$ cat config.mk
export PLATFORM = sky130hd
export DESIGN_NAME = uart_rx
export DESIGN_NICKNAME = d
export VERILOG_FILES = /design/src/rtl/uart_pkg.sv /design/src/rtl/sync_2ff.sv /design/src/rtl/uart_rx.sv
export SDC_FILE = /design/constraint.sdc
export NUM_CORES = 1
export LEC_CHECK = 0
export CAP_MARGIN = 10
export CORE_ASPECT_RATIO = 1.2
export CORE_MARGIN = 1
export CORE_UTILIZATION = 32
export CTS_CLUSTER_SIZE = 30
export DETAILED_ROUTE_END_ITERATION = 7
export DONT_BUFFER_PORTS = 1
export PLACE_DENSITY = 0.47
export SYNTH_ARGS = -nofsm -noshare
export SYNTH_HDL_FRONTEND = slang
export SYNTH_HIERARCHICAL = 1
export SYNTH_SLANG_ARGS = --single-unit
$ cat constraint.sdc
create_clock -name clk -period 1.9 [get_ports clk]
set_clock_uncertainty 0.2 [all_clocks]
set_input_delay 0.285 -clock clk [delete_from_list [all_inputs] [get_ports clk]]
set_output_delay 0.285 -clock clk [all_outputs]
set_load 0.05 [all_outputs]
$ cat src/rtl/uart_pkg.sv
// Shared UART definitions: frame geometry and receiver state encoding,
// common to the baud generator, receiver and transmitter.
package uart_pkg;

  localparam int UART_OVERSAMPLE = 16;
  localparam int UART_DATA_BITS  = 8;

  typedef enum logic [2:0] {
    IDLE  = 3'd0,
    START = 3'd1,
    DATA  = 3'd2,
    STOP  = 3'd3,
    BREAK = 3'd4
  } rx_state_t;

endpackage

$ cat src/rtl/sync_2ff.sv
// Two-flop synchronizer for a single asynchronous input; RESET_VAL sets the
// value both flops take while rst is asserted.
module sync_2ff #(
  parameter logic RESET_VAL = 1'b1
) (
  input  logic clk,
  input  logic rst,
  input  logic d,
  output logic q
);

  logic meta_r;
  logic sync_r;

  // Metastability filter: two stages, both held at RESET_VAL during reset
  always_ff @(posedge clk or posedge rst) begin
    if (rst) begin
      meta_r <= RESET_VAL;
      sync_r <= RESET_VAL;
    end else begin
      meta_r <= d;
      sync_r <= meta_r;
    end
  end

  assign q = sync_r;

endmodule

$ cat src/rtl/uart_rx.sv
// 8N1 UART receiver, oversampled on sample_enable ticks; delivers each good
// byte with a one-cycle rx_valid pulse and flags bad stop bits with frame_error.
module uart_rx
  import uart_pkg::*;
#(
  parameter int DATA_BITS  = UART_DATA_BITS,
  parameter int OVERSAMPLE = UART_OVERSAMPLE
) (
  input  logic                 clk,
  input  logic                 rst,
  input  logic                 sample_enable,
  input  logic                 rx,
  output logic [DATA_BITS-1:0] rx_data,
  output logic                 rx_valid,
  output logic                 frame_error
);

  localparam int TW = $clog2(OVERSAMPLE);
  localparam int BW = $clog2(DATA_BITS + 1);

  localparam logic [TW-1:0] MID_TICK  = TW'(OVERSAMPLE / 2 - 1);
  localparam logic [TW-1:0] LAST_TICK = TW'(OVERSAMPLE - 1);
  localparam logic [BW-1:0] LAST_BIT  = BW'(DATA_BITS - 1);

  logic                 rx_s;
  rx_state_t            state_r;
  rx_state_t            state_nxt_s;
  logic [TW-1:0]        tick_cnt_r;
  logic [BW-1:0]        bit_cnt_r;
  logic [DATA_BITS-1:0] shift_r;
  logic [DATA_BITS-1:0] rx_data_r;
  logic                 rx_valid_r;
  logic                 frame_error_r;
  logic                 mid_s;
  logic                 last_s;
  logic                 valid_nxt_s;
  logic                 ferr_nxt_s;

  sync_2ff #(
    .RESET_VAL(1'b1)
  ) u_rx_sync (
    .clk(clk),
    .rst(rst),
    .d  (rx),
    .q  (rx_s)
  );

  assign mid_s  = sample_enable && (tick_cnt_r == MID_TICK);
  assign last_s = sample_enable && (tick_cnt_r == LAST_TICK);

  // State register
  always_ff @(posedge clk or posedge rst) begin
    if (rst) begin
      state_r <= IDLE;
    end else begin
      state_r <= state_nxt_s;
    end
  end

  // Next-state logic; every transition is qualified by a tick
  always_comb begin
    state_nxt_s = state_r;
    case (state_r)
      IDLE: begin
        if (sample_enable && !rx_s) begin
          state_nxt_s = START;
        end else begin
          state_nxt_s = IDLE;
        end
      end
      START: begin
        if (mid_s) begin
          state_nxt_s = rx_s ? IDLE : DATA;
        end else begin
          state_nxt_s = START;
        end
      end
      DATA: begin
        if (last_s && (bit_cnt_r == LAST_BIT)) begin
          state_nxt_s = STOP;
        end else begin
          state_nxt_s = DATA;
        end
      end
      STOP: begin
        if (last_s) begin
          state_nxt_s = rx_s ? IDLE : BREAK;
        end else begin
          state_nxt_s = STOP;
        end
      end
      // A held-low line stays here so it is never mistaken for a new start bit
      BREAK: begin
        if (sample_enable && rx_s) begin
          state_nxt_s = IDLE;
        end else begin
          state_nxt_s = BREAK;
        end
      end
      default: begin
        state_nxt_s = IDLE;
      end
    endcase
  end

  // Output decode: stop-bit verdict, exclusive by construction on rx_s
  always_comb begin
    valid_nxt_s = 1'b0;
    ferr_nxt_s  = 1'b0;
    if ((state_r == STOP) && last_s) begin
      valid_nxt_s = rx_s;
      ferr_nxt_s  = !rx_s;
    end else begin
      valid_nxt_s = 1'b0;
      ferr_nxt_s  = 1'b0;
    end
  end

  // Bit-timing counters, shift register and delivered byte
  always_ff @(posedge clk or posedge rst) begin
    if (rst) begin
      tick_cnt_r <= '0;
      bit_cnt_r  <= '0;
      shift_r    <= '0;
      rx_data_r  <= '0;
    end else if (sample_enable) begin
      case (state_r)
        IDLE: begin
          tick_cnt_r <= '0;
        end
        START: begin
          if (tick_cnt_r == MID_TICK) begin
            tick_cnt_r <= '0;
            bit_cnt_r  <= '0;
          end else begin
            tick_cnt_r <= tick_cnt_r + TW'(1);
          end
        end
        DATA: begin
          if (tick_cnt_r == LAST_TICK) begin
            tick_cnt_r <= '0;
            bit_cnt_r  <= bit_cnt_r + BW'(1);
            shift_r    <= {rx_s, shift_r[DATA_BITS-1:1]};
          end else begin
            tick_cnt_r <= tick_cnt_r + TW'(1);
          end
        end
        STOP: begin
          if (tick_cnt_r == LAST_TICK) begin
            tick_cnt_r <= '0;
            if (rx_s) begin
              rx_data_r <= shift_r;
            end
          end else begin
            tick_cnt_r <= tick_cnt_r + TW'(1);
          end
        end
        BREAK: begin
          tick_cnt_r <= '0;
        end
        default: begin
          tick_cnt_r <= '0;
        end
      endcase
    end
  end

  // Result pulses last exactly one clk, independent of tick spacing
  always_ff @(posedge clk or posedge rst) begin
    if (rst) begin
      rx_valid_r    <= 1'b0;
      frame_error_r <= 1'b0;
    end else begin
      rx_valid_r    <= valid_nxt_s;
      frame_error_r <= ferr_nxt_s;
    end
  end

  assign rx_data     = rx_data_r;
  assign rx_valid    = rx_valid_r;
  assign frame_error = frame_error_r;

endmodule

==> impl_metrics.toml <==
[outcome]
status = "finished clean"

[yosys]
yosysTopAreaCellShare = 0.4899
synth.most_common_cell = "dfrtp_1"
synthTopCellsByArea = "dfrtp_1 (49%), mux2_4 (8.1%), mux2_2 (6.1%)"
netlist_area_mm2 = 0.001481
synth_largest_area_cell = "dfrtp_1"
synthTopCellsByCount = "dfrtp_1 (29), mux2_2 (8), mux2_4 (8)"
yosysWarnings = 6
synth.avg_cell_area_um2 = 12.99
synthFlopType = "dfrtp_1"
ys_seq_area_frac = 0.5253
synthCells = 114
synth_seq_cells = 31
syn-num-nets = 120
synth_edf_count = 0
yosys.cell_types.count = 40
synthArstFlopShare = 1.000

[global_route]
grt_usage = 0.1195
grt_max_degree = 30
antenna_found_initial = 0
top_usage_layer = "met2"
grt_use_met3 = 0.05240
grt_pass1_vias = 897
met2_usage = 0.1670
grt_first_pass_wirelength_um = 4298
grt_overflow = 0
use_met1 = 0.1492

[sta]
min_period_over_period = 0.9468
timing.final.crit_period_ns = 1.799
worst_pin_slew_ns = 0.4946
drv_slew = 0
slew_headroom = 0.6703
final.setup.tns_ns = 0
finalSetupViolations = 0
fmax_mhz = 555.9
hold_viol = 0
fin_ws_ns = 0.1012
rsz0062_at_grt = "false"

[final_layout]
post-route-cell-area_mm2 = 0.001694
fill_cells = 437
drive_above_1_share = 0.3307
seqCellArea_um2 = 778.2
syn2layout_area_growth_pct = 14.36
n_antenna_cell = 0
nNetsFinal = 132
finalNonFillerCells = 183
multiInputGateArea_um2 = 604.3

[critical_path]
critical_path.startpoint_type = "register"
worst-path-max-fanout = 8
endpoint_kind = "register"
critPathKind = "register to register"
cp.required_ns = 1.87
crit_arrival_ns = 1.77

[placement]
pre_cts_slack_ns = -0.004485
port_buffers = 0
dpl.cell_count = 171
place_congestion = 0.8341
hpwl_um = 1718
placed_cell_area_mm2 = 0.001534

[routing]
wl_per_cell_um = 14.11
avgViaCountPerCell = 4.891
antenna_left = 0
drt_iter0_drc = 93
vias = 895
drc = 0
dr.pass1.iters = 4
wirelength_um = 2583

[power_and_ir_drop]
leakage_uw = 0.0008034
power_density_mw_per_mm2 = 1084
vdd_drop_max_v = 0.0003005

[die]
ios = 14
die_h_um = 76.54
rows = 26
die-area_mm2 = 0.004907
initial_core_util = 0.3398
die_w_um = 64.11
core_area_mm2 = 0.004359

[clocking]
numClockSinks = 31
clock_path_buffers = 2
cts_tree = "done"
post_cts_buffers = 0
cts.clk_slew.worst_paths_ns = 0.06
clk_latency_ns = 0.28
cts-root-buf = "clkbuf_8"
cts_buffers = 5
htree_levels = 2

[job]
maxCapViolCount = 0

[hold_path]
min_path_type = "input port to register"
state kept, by name (all words and copies together), names as in the netlist:
name              flops
rx_valid              1
tick_cnt_r            4
state_r               3
bit_cnt_r             4
shift_r               8
rx_data               8
u_rx_sync/meta_r      1
frame_error           1
u_rx_sync/q           1
logic make-up (layout without fill, tap and decap cells):
kind of cell | count (synthesis) | after routing | synth area share
DFF | 31 | 31 | 0.5253
and+or+nand+nor | 26 | 27 | 0.1166
muxes | 20 | 20 | 0.1689
AOI/OAI and AO/OA | 19 | 19 | 0.09122
buffers and inverters | 15 | 27 | 0.07516
adders and majority gates | 2 | 2 | 0.01689
xor gates and xnor gates | 1 | 1 | 0.005913
metal layers:
metal,vias to the layer above,part of all wire
li1,430,-
met2,20,0.46
met5,-,0
met3,6,0.046
met1,439,0.47
met4,0,0.024
worst max-delay path, stage by stage, from the launching register on:
cell and delay [ns]:
dfrtp_1 0.38, ha_1 0.19, and4_4 0.29, and4_2 0.31, mux2_4 0.32
metrics by stage:
step / util / hold WS [ns] / total power, µW
floorplan: - / -0.003500 / 1089
global placement: 0.3519 / 0.001100 / 1169
detailed placement: 0.3519 / 0.002810 / 1169
CTS: 0.3861 / 0.003575 / 1857
global route: 0.3886 / 0.006534 / 1960
finish: 0.3886 / 0.01275 / 1836
layout make-up:
class	instances	area share
Sequential cell	31	0.4594
Clock buffer	6	0.04874
Timing Repair Buffer	12	0.05761
Clock inverter	2	0.02068
Tap cell	56	0.04136
Inverter	7	0.01551
Multi-Input combinational cell	69	0.3567
cell usage in the layout (no fill, tap or decap), types with 2 or more instances in the layout:
master,n
o22ai_1,3
mux2_2,8
ha_1,2
dfrtp_1,29
inv_1,7
nand3_1,4
nor2_1,2
a21oi_1,3
clkbuf_8,6
nand3b_1,2
and4_4,2
dfstp_2,2
mux2_4,8
nand2b_1,3
buf_4,9
a31oi_1,4
mux2i_1,4
nand2_1,3
dlygate4sd3_1,3
power breakdown:
part / internal [µW] / switching (µW)
Combinational: 191 / 178
Clock: 424 / 243
Sequential: 727 / 72.6
repair_timing:
item / in CTS / in global routing
endpoints found under the hold margin: 37 / 0
endpoints found under the setup margin: 8 / 8
pin swaps: 0 / 1
cloned: 0 / 1
hold buffers: 3 / 0
gates resized for setup: 1 / 1
worst paths after layout:
check / start / end / slack (ns) / depth (start not counted)
worst max-delay path: tick_cnt_r[0]$_DFFE_PP0P_ / rx_data[5]$_DFFE_PP0P_ / 0.10 / 4
worst min-delay path: sample_enable / tick_cnt_r[2]$_DFFE_PP0P_ / 0.01 / 2
worst max register to register: tick_cnt_r[0]$_DFFE_PP0P_ / rx_data[5]$_DFFE_PP0P_ / 0.10 / 4
worst min register to register: u_rx_sync/meta_r$_DFF_PP1_ / u_rx_sync/q$_DFF_PP1_ / 0.16 / 0
max in group asynchronous: rst / rx_data[0]$_DFFE_PP0P_ / 0.90 / 3
min in group asynchronous: rst / u_rx_sync/meta_r$_DFF_PP1_ / 0.28 / 2
(Power assumes the default switching activity.)
